**config.mk**
```make
export PLATFORM = sky130hd
export DESIGN_NAME = lcd_cmd_sched
export DESIGN_NICKNAME = d
export VERILOG_FILES = /design/src/rtl/lcd_cmd_sched.sv
export SDC_FILE = /design/constraint.sdc
export NUM_CORES = 1
export LEC_CHECK = 0
export ABC_AREA = 1
export BUFFER_PORTS_ARGS = -buffer_cell sky130_fd_sc_hd__buf_2
export CORE_ASPECT_RATIO = 0.9
export CORE_UTILIZATION = 45
export DETAILED_ROUTE_END_ITERATION = 12
export PLACE_DENSITY = 0.66
export SLEW_MARGIN = 0
export SYNTH_ARGS = -nofsm -noshare
export SYNTH_HDL_FRONTEND = slang
export SYNTH_SLANG_ARGS = --single-unit
```
**constraint.sdc**
```tcl
create_clock -name clk -period 2.15 [get_ports clk]
set_input_delay 0.3225 -clock clk [delete_from_list [all_inputs] [get_ports clk]]
set_output_delay 0.3225 -clock clk [all_outputs]
set_load 0.02 [all_outputs]
```
**src/rtl/lcd_cmd_sched.sv**
```systemverilog
// lcd_cmd_sched: two-requester command scheduler for the LCD image controller.
// Each requester feeds a small command FIFO; a round-robin arbiter hands one
// command at a time to the controller, then waits for the controller to go
// busy and idle again before issuing the next one.
module lcd_cmd_sched #(
    parameter int FIFO_DEPTH = 4
) (
    input  logic       clk,
    input  logic       reset,
    input  logic [3:0] req0_cmd,
    input  logic       req0_valid,
    output logic       req0_ready,
    input  logic [3:0] req1_cmd,
    input  logic       req1_valid,
    output logic       req1_ready,
    input  logic       lcd_busy,
    input  logic       lcd_done,
    output logic [3:0] lcd_cmd,
    output logic       lcd_cmd_valid,
    output logic       grant_id,
    output logic [7:0] issue_cnt,
    output logic       err,
    output logic       finished
);
    localparam int AW = $clog2(FIFO_DEPTH);
    localparam logic [AW:0] PTR_ONE = 1;
    localparam logic [3:0] FIRST_ILLEGAL = 4'd12;

    typedef enum logic [2:0] {
        WAIT_RDY,
        ISSUE,
        WAIT_BUSY,
        WAIT_IDLE,
        FINISHED
    } state_t;

    state_t state, state_n;

    logic [3:0]  mem0 [FIFO_DEPTH];
    logic [3:0]  mem1 [FIFO_DEPTH];
    logic [AW:0] wr_ptr0, rd_ptr0, wr_ptr1, rd_ptr1;
    logic        empty0, full0, empty1, full1;
    logic        hs0, hs1, push0, push1, bad0, bad1;
    logic        issue, sel, timeout, prio;
    logic [1:0]  timer, timer_n;
    logic [3:0]  pop_cmd;

    // The extra pointer bit separates "full" (same slot, different lap) from "empty".
    assign empty0 = (wr_ptr0 == rd_ptr0);
    assign full0  = (wr_ptr0[AW] != rd_ptr0[AW]) && (wr_ptr0[AW-1:0] == rd_ptr0[AW-1:0]);
    assign empty1 = (wr_ptr1 == rd_ptr1);
    assign full1  = (wr_ptr1[AW] != rd_ptr1[AW]) && (wr_ptr1[AW-1:0] == rd_ptr1[AW-1:0]);

    // Ready looks only at pre-edge occupancy, so a pop on a full FIFO does not
    // let a same-edge enqueue in.
    assign req0_ready = !full0 && !finished;
    assign req1_ready = !full1 && !finished;

    // Codes 12..15 complete the handshake but are dropped and flagged.
    assign hs0   = req0_valid && req0_ready;
    assign hs1   = req1_valid && req1_ready;
    assign push0 = hs0 && (req0_cmd < FIRST_ILLEGAL);
    assign push1 = hs1 && (req1_cmd < FIRST_ILLEGAL);
    assign bad0  = hs0 && (req0_cmd >= FIRST_ILLEGAL);
    assign bad1  = hs1 && (req1_cmd >= FIRST_ILLEGAL);

    // prio names the requester favoured when both have work; otherwise take
    // whichever FIFO is occupied.
    assign sel     = (!empty0 && !empty1) ? prio : empty0;
    assign pop_cmd = sel ? mem1[rd_ptr1[AW-1:0]] : mem0[rd_ptr0[AW-1:0]];

    // Next-state logic: issue, strobe, wait for busy (with timeout), wait for idle.
    always_comb begin
        state_n = state;
        timer_n = timer;
        issue   = 1'b0;
        timeout = 1'b0;
        if (lcd_done) begin
            state_n = FINISHED;
        end else begin
            case (state)
                WAIT_RDY: begin
                    if (!lcd_busy && (!empty0 || !empty1)) begin
                        issue   = 1'b1;
                        state_n = ISSUE;
                    end
                end
                ISSUE: begin
                    timer_n = 2'd0;
                    state_n = WAIT_BUSY;
                end
                WAIT_BUSY: begin
                    if (lcd_busy) begin
                        state_n = WAIT_IDLE;
                    end else begin
                        timer_n = timer + 2'd1;
                        if (timer == 2'd2) begin
                            timeout = 1'b1;
                            state_n = WAIT_RDY;
                        end
                    end
                end
                WAIT_IDLE: begin
                    // A write keeps the controller busy for 64+ cycles, so no timeout here.
                    if (!lcd_busy) begin
                        state_n = WAIT_RDY;
                    end
                end
                FINISHED: begin
                    state_n = FINISHED;
                end
                default: begin
                    state_n = WAIT_RDY;
                end
            endcase
        end
    end

    // State and timeout timer registers.
    always_ff @(posedge clk or posedge reset) begin
        if (reset) begin
            state <= WAIT_RDY;
            timer <= 2'd0;
        end else begin
            state <= state_n;
            timer <= timer_n;
        end
    end

    // FIFO storage; contents are meaningless until the pointers say otherwise.
    always_ff @(posedge clk) begin
        if (push0) begin
            mem0[wr_ptr0[AW-1:0]] <= req0_cmd;
        end
        if (push1) begin
            mem1[wr_ptr1[AW-1:0]] <= req1_cmd;
        end
    end

    // FIFO pointers; reset empties both queues at once.
    always_ff @(posedge clk or posedge reset) begin
        if (reset) begin
            wr_ptr0 <= '0;
            rd_ptr0 <= '0;
            wr_ptr1 <= '0;
            rd_ptr1 <= '0;
        end else begin
            if (push0) begin
                wr_ptr0 <= wr_ptr0 + PTR_ONE;
            end
            if (push1) begin
                wr_ptr1 <= wr_ptr1 + PTR_ONE;
            end
            if (issue && !sel) begin
                rd_ptr0 <= rd_ptr0 + PTR_ONE;
            end
            if (issue && sel) begin
                rd_ptr1 <= rd_ptr1 + PTR_ONE;
            end
        end
    end

    // Registered controller interface, grant tracking, counters and sticky flags.
    always_ff @(posedge clk or posedge reset) begin
        if (reset) begin
            lcd_cmd       <= 4'd0;
            lcd_cmd_valid <= 1'b0;
            grant_id      <= 1'b0;
            prio          <= 1'b0;
            issue_cnt     <= 8'd0;
            err           <= 1'b0;
            finished      <= 1'b0;
        end else begin
            lcd_cmd_valid <= issue;
            if (issue) begin
                lcd_cmd   <= pop_cmd;
                grant_id  <= sel;
                prio      <= !sel;
                issue_cnt <= issue_cnt + 8'd1;
            end
            if (bad0 || bad1 || timeout) begin
                err <= 1'b1;
            end
            if (lcd_done) begin
                finished <= 1'b1;
            end
        end
    end

endmodule

```
==> impl_metrics.env, run 1 <==
export IMPL_status="complete, no violations"
export IMPL_arrival_ns=1.93
export IMPL_setup_worst_path_class="reg -> reg"
export IMPL_hold_ws_ns=0.0568
export IMPL_grt_use_total_pct=19.4
export IMPL_post_cts_buffers=0
export IMPL_critical_path_top_delay_family="simple AND/OR/NAND/NOR gates"
export IMPL_crit_buf_inv=1
export IMPL_cts_buffers=9
export IMPL_cts_path_max_buffers=2
export IMPL_finalSetupViolations=0
export IMPL_pre_cts_ws_ns=0.278
export IMPL_synth_xor_area_share_pct=4.71
export IMPL_maxSlewHeadroom_pct=70.4
export IMPL_start_kind="flip-flop"
export IMPL_timing_rr_end="mem0[3][1]$_DFFE_PP_"
export IMPL_max_stage_delay_ns=0.56
export IMPL_syn_area_per_cell_um2=9.94
export IMPL_portBuffers=31
export IMPL_synth_nets=341
export IMPL_root_buffer="clkbuf_8"
export IMPL_ys_flop_type="dfrtp_1"
export IMPL_dieWidth_um=89.9
export IMPL_ff2ff_path_depth=8
export IMPL_antenna_left=0
export IMPL_hpwl_um=4450
export IMPL_rsz0062_at_grt="false"
export IMPL_synth_commonest_cells="nand2_1 (65), nor2_1 (35), dfrtp_1 (34)"
export IMPL_p_total_mw=2.58
export IMPL_place_area_um2=3370
export IMPL_cts_tree="done"
export IMPL_r2r_slack_ns=0.25
export IMPL_yosys_area_share_simple_pct=19.1
export IMPL_start_util_pct=47.0
export IMPL_coreArea_um2=6660
export IMPL_yosysMostFrequentCell="nand2_1"
export IMPL_seq_area_frac_synth_pct=57.9
export IMPL_nNetsFinal=380
export IMPL_critical_path_required_ns=2.18
export IMPL_drive_gt1_share_pct=19.8
export IMPL_dp_cells=433
export IMPL_synth_enable_flop_cells=32
export IMPL_cpMostUsedCell="nand2_1"
export IMPL_yosysUniqueCellTypes=27
export IMPL_cts_sinks=66
export IMPL_drv_cap=0
export IMPL_gp_congestion=0.799
export IMPL_totalWireLength_um=6030
export IMPL_wl_per_cell_um=13.4
export IMPL_vias_per_cell=4.91
export IMPL_utilization_pct=53.1
export IMPL_synth_adder_area_share_pct=4.79
export IMPL_hold_path_class="in -> async"
export IMPL_drc=0
export IMPL_p_leak_nw=1.66
export IMPL_clk_pin_slew_ns=0.07
export IMPL_grt_antenna_before_repair=0
export IMPL_design_portCount=32
export IMPL_synth_top_area_cell="edfxtp_1"
export IMPL_post_route_period_util_pct=88.4
export IMPL_critPathSlowestCell="dfrtp_1"
export IMPL_dieArea_um2=7300
export IMPL_wl_met3_um=277
export IMPL_vias=2203
export IMPL_ctsResizeCount=0
export IMPL_max_freq_mhz=526
export IMPL_holdBufCountCts=0
export IMPL_cts_max_level=3
export IMPL_peakVddDrop_mv=0.441
export IMPL_grt_overflow=0
export IMPL_clock_skew_ns=0.0121
export IMPL_highest_layer="met4"
export IMPL_die_h_um=81.1
export IMPL_clk_latency_ns=0.35
export IMPL_worstMarginPinSlew_ns=0.444
export IMPL_asyncSetResetFlopFracSynth_pct=51.5
export IMPL_rows=28
export IMPL_worst_path_max_fanout=11
export IMPL_grt_max_degree=35
export IMPL_antenna_cells=0
export IMPL_reg2reg_from="rd_ptr0[0]$_DFFE_PP0P_"
export IMPL_met1_length_um=2930
export IMPL_ys_top_cells_by_area="edfxtp_1 (31%), dfrtp_1 (27%), nand2_1 (7.8%)"
export IMPL_syn_to_final_growth_pct=12.9
export IMPL_slew_viol_final=0
export IMPL_drt_iter0_drc=124
export IMPL_fin_ws_ns=0.250
export IMPL_setup_tns_ns=0
export IMPL_design_area_um2=3530
export IMPL_synth_top_family_by_area="simple AND/OR/NAND/NOR gates"
export IMPL_grt_pass1_vias=2114
export IMPL_ys_ff_latch=66
export IMPL_synth_top_area_share_pct=30.7
export IMPL_synth_area_um2=3130
export IMPL_finalCriticalPeriod_ns=1.90
export IMPL_yosys_warnings=0
export IMPL_powerDensity_nw_per_um2=729
export IMPL_first_pass_iters=6
export IMPL_hold_violations=0
export IMPL_wl_met2_um=2760
export IMPL_fillCellCount=653
export IMPL_grt_first_pass_wirelength_um=10500
export IMPL_crit_chain="inv_4 > nand2_1 > nand2_1 > nand3_1 > nand2_1 > nor2_1 > nand2_2 > nor2_1"
export IMPL_synth_compound_area_share_pct=7.27
export IMPL_worstSetupEndpointType="flip-flop"
export IMPL_muxShareOfSynthArea_pct=0
export IMPL_stdcell_count=449
export IMPL_netlist_instances=315
placed cells by master (no fill, tap or decap), types with 10 or more instances in the layout:
| cell type | n |
|---|---|
| nand3_1 | 15 |
| buf_2 | 31 |
| edfxtp_1 | 32 |
| dfrtp_1 | 34 |
| inv_1 | 33 |
| o21ai_0 | 24 |
| nand2_1 | 65 |
| nor2_1 | 35 |
| xor2_1 | 10 |
| ha_1 | 12 |
power by group:
group / internal (mW) / switching, mW / leakage [nW] / total (mW)
clock network: 0.414 / 0.483 / 0.0891 / 0.897
logic: 0.0957 / 0.170 / 0.853 / 0.266
registers: 1.36 / 0.0506 / 0.714 / 1.41
total: 1.87 / 0.704 / 1.66 / 2.58
area by class of cell:
class	instances	area, µm²	share of cell area (%)
Inverter	40	155	4.39
Tap cell	90	113	3.19
Clock inverter	7	45.0	1.27
Sequential cell	66	1810	51.3
Clock buffer	9	124	3.50
Timing Repair Buffer	32	163	4.60
Multi-Input combinational cell	205	1120	31.8
registers in the layout (all words and copies together) (netlist names), 2 cells and up:
signal     flops
issue_cnt      8
lcd_cmd        4
mem0          16
mem1          16
rd_ptr0        3
rd_ptr1        3
state          3
timer          2
wr_ptr0        3
wr_ptr1        3
worst max-delay path by stage:
stage                                start                    to  cells after the start
finish              rd_ptr0[0]$_DFFE_PP0P_  mem0[3][1]$_DFFE_PP_                      8
global route        rd_ptr0[0]$_DFFE_PP0P_  mem0[3][1]$_DFFE_PP_                      8
CTS                 rd_ptr1[0]$_DFFE_PP0P_            req1_ready                      7
detailed placement  rd_ptr0[0]$_DFFE_PP0P_  mem0[3][0]$_DFFE_PP_                      8
global placement    rd_ptr0[0]$_DFFE_PP0P_  mem0[0][0]$_DFFE_PP_                      8
floorplan           rd_ptr1[0]$_DFFE_PP0P_  mem1[0][0]$_DFFE_PP_                      8
layer usage:
metal	up-vias	GRT usage, %
met1	1039	26.3
li1	1110	-
met2	47	29.5
met4	0	5.81
met5	-	0
met3	7	7.02
tightest hold or removal path, stage by stage:
cell	delay, ns
buf_2	0.09
inv_1	0.04
buf_4	0.38
logic make-up after synthesis:
| group | Yosys count |
|---|---|
| AOI/OAI and AO/OA | 41 |
| xor gates and xnor gates | 16 |
| adders and majority gates | 12 |
| buffers and inverters | 44 |
| DFF | 66 |
| and+or+nand+nor | 136 |
Note: power is estimated with default switching activity, not from simulation.
==> run 2, diff against run 1 <==
Settings changed: CORE_MARGIN set to 10, HOLD_SLACK_MARGIN set to 0.15.
==> run 2 against run 1 <==
Hold slack better by 0.14 ns. Wire length increased by 4.8%. Global-route usage shrank 6.8 points. Sequential share of layout area down 1.3 points. Register-to-register slack gained 0.02 ns.
==> impl_metrics.env, run 2 (same netlist as run 1, synthesis figures left out) <==
export IMPL_wl_met3_um=477
export IMPL_cts_buffers=9
export IMPL_mostFrequentLayoutCell="nand2_1"
export IMPL_grt_first_pass_wirelength_um=10600
export IMPL_vias_per_cell=5.01
export IMPL_post_route_period_util_pct=87.4
export IMPL_worstSetupEndpointType="flip-flop"
export IMPL_clk_latency_ns=0.34
export IMPL_dieArea_um2=10700
export IMPL_grt_overflow=0
export IMPL_setup_worst_path_class="reg -> reg"
export IMPL_ctsResizeCount=0
export IMPL_crit_chain="inv_4 > nand2_1 > nand2_1 > nand3_1 > nand2_1 > nor2_1 > nand2_2 > nor2_1"
export IMPL_maxSlewHeadroom_pct=68.8
export IMPL_totalWireLength_um=6320
export IMPL_hpwl_um=4720
export IMPL_crit_buf_inv=1
export IMPL_cts_sinks=66
export IMPL_post_cts_buffers=0
export IMPL_finalSetupViolations=0
export IMPL_first_pass_iters=4
export IMPL_fillCellCount=608
export IMPL_arrival_ns=1.90
export IMPL_nNetsFinal=382
export IMPL_cpMostUsedCell="nand2_1"
export IMPL_rows=28
export IMPL_hold_path_class="in -> reg"
export IMPL_multi_input_area_um2=1120
export IMPL_die_h_um=99.1
export IMPL_gp_congestion=0.781
export IMPL_grt_antenna_before_repair=0
export IMPL_antenna_left=0
export IMPL_critPathSlowestCell="dfrtp_1"
export IMPL_grt_max_degree=35
export IMPL_cts_max_level=3
export IMPL_slew_viol_final=0
export IMPL_max_freq_mhz=532
export IMPL_grt_pass1_vias=2151
export IMPL_design_portCount=32
export IMPL_ff2ff_path_depth=8
export IMPL_critical_path_required_ns=2.17
export IMPL_status="complete, no violations"
export IMPL_clock_skew_ns=0.00678
export IMPL_setup_tns_ns=0
export IMPL_clk_pin_slew_ns=0.07
export IMPL_antenna_cells=0
export IMPL_coreArea_um2=6660
export IMPL_root_buffer="clkbuf_8"
export IMPL_highest_layer="met4"
export IMPL_r2r_slack_ns=0.27
export IMPL_grt_use_total_pct=12.6
export IMPL_cts_path_max_buffers=2
export IMPL_syn_to_final_growth_pct=15.8
export IMPL_start_util_pct=47.0
export IMPL_rsz0062_at_grt="false"
export IMPL_hold_violations=0
export IMPL_timing_rr_end="mem0[1][1]$_DFFE_PP_"
export IMPL_cp_depth=8
export IMPL_drive_gt1_share_pct=19.7
export IMPL_dieWidth_um=108
export IMPL_hold_depth=2
export IMPL_worst_path_max_fanout=11
export IMPL_powerDensity_nw_per_um2=811
export IMPL_worstMarginPinSlew_ns=0.469
export IMPL_max_stage_delay_ns=0.56
export IMPL_ff_latch_area_um2=1810
export IMPL_critical_path_top_delay_family="simple AND/OR/NAND/NOR gates"
export IMPL_wl_met2_um=2740
export IMPL_reg2reg_from="rd_ptr0[0]$_DFFE_PP0P_"
export IMPL_cts_tree="done"
export IMPL_drt_iter0_drc=150
export IMPL_met1_length_um=3030
export IMPL_drv_cap=0
export IMPL_min_to="state[1]$_DFFE_PP0P_"
export IMPL_start_kind="flip-flop"
export IMPL_vias=2258
export IMPL_layout_common_cells="nand2_1 (65), nor2_1 (35), dfrtp_1 (34)"
export IMPL_wl_per_cell_um=14.0
export IMPL_hold_start="lcd_done"
export IMPL_finalCriticalPeriod_ns=1.88
export IMPL_p_total_mw=2.94
export IMPL_p_leak_nw=1.69
export IMPL_portBuffers=31
export IMPL_drc=0
export IMPL_peakVddDrop_mv=0.422
[run 2: changes by cell type in the layout (fill, tap and decap cells not counted), sizes merged]
cell	before	now
clkinv	5	2
dlygate4sd3	0	1
inv	41	40
clkbuf	9	10
bufinv	0	3
buf	32	33
[run 2: worst max path at each step]
stage	startpoint	end	slack, ns
2_1_floorplan	rd_ptr1[0]$_DFFE_PP0P_	mem1[0][0]$_DFFE_PP_	0.53
3_3_place_gp	rd_ptr0[0]$_DFFE_PP0P_	mem0[1][0]$_DFFE_PP_	0.34
3_5_place_dp	rd_ptr0[0]$_DFFE_PP0P_	mem0[1][3]$_DFFE_PP_	0.27
4_1_cts	rd_ptr0[0]$_DFFE_PP0P_	mem0[1][1]$_DFFE_PP_	0.26
5_1_grt	rd_ptr0[0]$_DFFE_PP0P_	mem0[1][1]$_DFFE_PP_	0.07
6_report	rd_ptr0[0]$_DFFE_PP0P_	mem0[1][1]$_DFFE_PP_	0.27
[run 2: cell type report]
type | instances | area share, %
inverters | 40 | 4.28
clock inverters | 6 | 3.17
multi-input cells | 205 | 31.0
clock buffers | 10 | 3.52
repair buffers | 34 | 4.97
flip-flops and latches | 66 | 50.0
well taps | 90 | 3.11
[run 2: timing repair]
action | CTS | global route
endpoints found under the hold margin | 34 | 0
setup endpoints to repair | 0 | 0
hold buffers | 1 | 0
[run 2: metal layers]
layer  up-vias  GRT usage [%]
met1      1055           17.1
met2        78           18.0
met5         -              0
met3         9           4.71
met4         0           4.31
li1       1116              -
[run 2: per-stage QoR]
| step | setup slack [ns] | hold slack (ns) | cells | cell area, µm² | utilization, % |
|---|---|---|---|---|---|
| final | 0.270 | 0.195 | 451 | 3630 | 54.5 |
| after global routing | 0.0667 | 0.191 | 451 | 3630 | 54.5 |
| after CTS | 0.257 | 0.182 | 451 | 3630 | 54.5 |
| after detailed placement | 0.267 | 0.455 | 434 | 3370 | 50.7 |
| after global placement | 0.336 | 0.448 | 434 | 3370 | 50.7 |
| after floorplan | 0.527 | 0.386 | 315 | 3130 | - |
[run 2: power by group]
part	switching, mW	internal (mW)
registers	0.0474	1.36
logic	0.174	0.0983
clock network	0.483	0.774
total	0.705	2.24
==> run 3, diff against run 2 <==
Settings changed: SETUP_SLACK_MARGIN set to 0.3.
==> run 3 against run 2 <==
Clock-buffer cell count unchanged. Clock power hardly changed. Register-to-register slack better by 0.05 ns. First-iteration DRC count down 0.67%. Sequential share of layout area shrank 0.48 points. Sequential power about the same. Global-route usage unchanged. Clock skew rose by 0.0012 ns. Wire length grew 1.3%. Die area stayed put. Core utilization increased by 0.64 points.
==> impl_metrics.env, run 3 (same netlist as run 1, synthesis figures left out) <==
export IMPL_p_total_mw=2.96
export IMPL_peakVddDrop_mv=0.511
export IMPL_die_h_um=99.1
export IMPL_syn_to_final_growth_pct=17.1
export IMPL_mostFrequentLayoutCell="nand2_1"
export IMPL_vias=2266
export IMPL_gp_congestion=0.781
export IMPL_cts_path_max_buffers=2
export IMPL_vias_per_cell=5.00
export IMPL_cts_max_level=3
export IMPL_antenna_cells=0
export IMPL_cp_depth=8
export IMPL_place_area_um2=3370
export IMPL_setup_worst_path_class="reg -> reg"
export IMPL_hold_depth=1
export IMPL_cts_tree="done"
export IMPL_hold_start="req0_cmd[1]"
export IMPL_critPathSlowestCell="dfrtp_1"
export IMPL_drv_cap=0
export IMPL_grt_max_degree=35
export IMPL_first_pass_iters=4
export IMPL_clock_skew_ns=0.00796
export IMPL_rsz0062_at_grt="true"
export IMPL_drive_gt1_share_pct=22.9
export IMPL_critical_path_top_delay_family="simple AND/OR/NAND/NOR gates"
export IMPL_maxSlewHeadroom_pct=68.9
export IMPL_portBuffers=31
export IMPL_grt_overflow=0
export IMPL_layout_common_cells="nand2_1 (65), inv_1 (32), edfxtp_1 (32)"
export IMPL_cts_buffers=9
export IMPL_worstSetupEndpointType="flip-flop"
export IMPL_reg2reg_from="rd_ptr0[1]$_DFFE_PP0P_"
export IMPL_max_freq_mhz=546
export IMPL_post_route_period_util_pct=85.2
export IMPL_setup_tns_ns=0
export IMPL_design_area_um2=3670
export IMPL_cts_sinks=66
export IMPL_antenna_left=0
export IMPL_powerDensity_nw_per_um2=806
export IMPL_p_leak_nw=1.70
export IMPL_arrival_ns=1.85
export IMPL_pre_cts_ws_ns=0.267
export IMPL_design_portCount=32
export IMPL_crit_start="rd_ptr0[1]$_DFFE_PP0P_"
export IMPL_totalWireLength_um=6400
export IMPL_crit_buf_inv=1
export IMPL_hold_violations=0
export IMPL_slew_viol_final=0
export IMPL_start_util_pct=47.0
export IMPL_clk_pin_slew_ns=0.07
export IMPL_root_buffer="clkbuf_8"
export IMPL_fin_ws_ns=0.318
export IMPL_max_stage_delay_ns=0.49
export IMPL_nNetsFinal=384
export IMPL_cpMostUsedCell="nand2_1"
export IMPL_hold_path_class="in -> reg"
export IMPL_start_kind="flip-flop"
export IMPL_drt_iter0_drc=149
export IMPL_ff2ff_path_depth=8
export IMPL_grt_first_pass_wirelength_um=10600
export IMPL_worst_path_max_fanout=9
export IMPL_dieWidth_um=108
export IMPL_finalSetupViolations=0
export IMPL_crit_chain="inv_2 > nand2_1 > nand2_1 > nand3_1 > nand2_1 > nor2_1 > nand2_2 > nor2_1"
export IMPL_grt_antenna_before_repair=0
export IMPL_fillCellCount=610
export IMPL_status="complete, no violations"
export IMPL_clk_latency_ns=0.35
export IMPL_coreArea_um2=6660
export IMPL_rows=28
export IMPL_worstMarginPinSlew_ns=0.466
export IMPL_dieArea_um2=10700
export IMPL_grt_use_total_pct=12.6
export IMPL_critical_path_required_ns=2.17
export IMPL_hpwl_um=4720
export IMPL_finalCriticalPeriod_ns=1.83
export IMPL_hold_ws_ns=0.203
export IMPL_drc=0
export IMPL_grt_pass1_vias=2151
export IMPL_wl_per_cell_um=14.1
## run 3: final cells by class
| type | instances | area [µm²] | share of cell area (%) |
|---|---|---|---|
| sequential | 66 | 1820 | 49.5 |
| inverter | 40 | 158 | 4.30 |
| clock inverter | 6 | 115 | 3.14 |
| timing repair buffer | 36 | 195 | 5.32 |
| multi-input combinational | 205 | 1140 | 31.2 |
| tap | 90 | 113 | 3.07 |
| clock buffer | 10 | 128 | 3.48 |
## run 3: what timing repair did
item                                    CTS  global route
endpoints found under the hold margin    34             0
endpoints found under the setup margin   16            36
resized for setup                         1            11
setup buffers                             0             2
hold buffers                              1             0
## run 3: per-stage QoR
step | std cells | util, %
finish | 453 | 55.1
global route | 453 | 55.1
CTS | 451 | 54.5
detailed placement | 434 | 50.7
global placement | 434 | 50.7
floorplan | 315 | -
## run 3: worst paths after layout
| check | endpoint | slack (ns) |
|---|---|---|
| max | mem0[3][1]$_DFFE_PP_ | 0.32 |
| min | mem0[1][1]$_DFFE_PP_ | 0.20 |
| max reg2reg | mem0[3][1]$_DFFE_PP_ | 0.32 |
| min reg2reg | grant_id$_DFFE_PP0N_ | 0.49 |
| max in group asynchronous | rd_ptr1[1]$_DFFE_PP0P_ | 1.17 |
| min in group asynchronous | state[1]$_DFFE_PP0P_ | 0.62 |
## run 3: per-layer routing
layer | global-route usage [%] | part of all wire [%] | vias up
met5 | 0 | 0 | -
met4 | 4.31 | 1.2 | 0
met2 | 18.0 | 44 | 59
met1 | 17.1 | 49 | 1077
li1 | - | - | 1121
met3 | 4.71 | 5.9 | 9
## run 3: power by group
| part | switching, mW | leakage, nW | internal [mW] |
|---|---|---|---|
| clock network | 0.486 | 0.117 | 0.774 |
| registers | 0.0471 | 0.710 | 1.36 |
| logic | 0.180 | 0.871 | 0.106 |
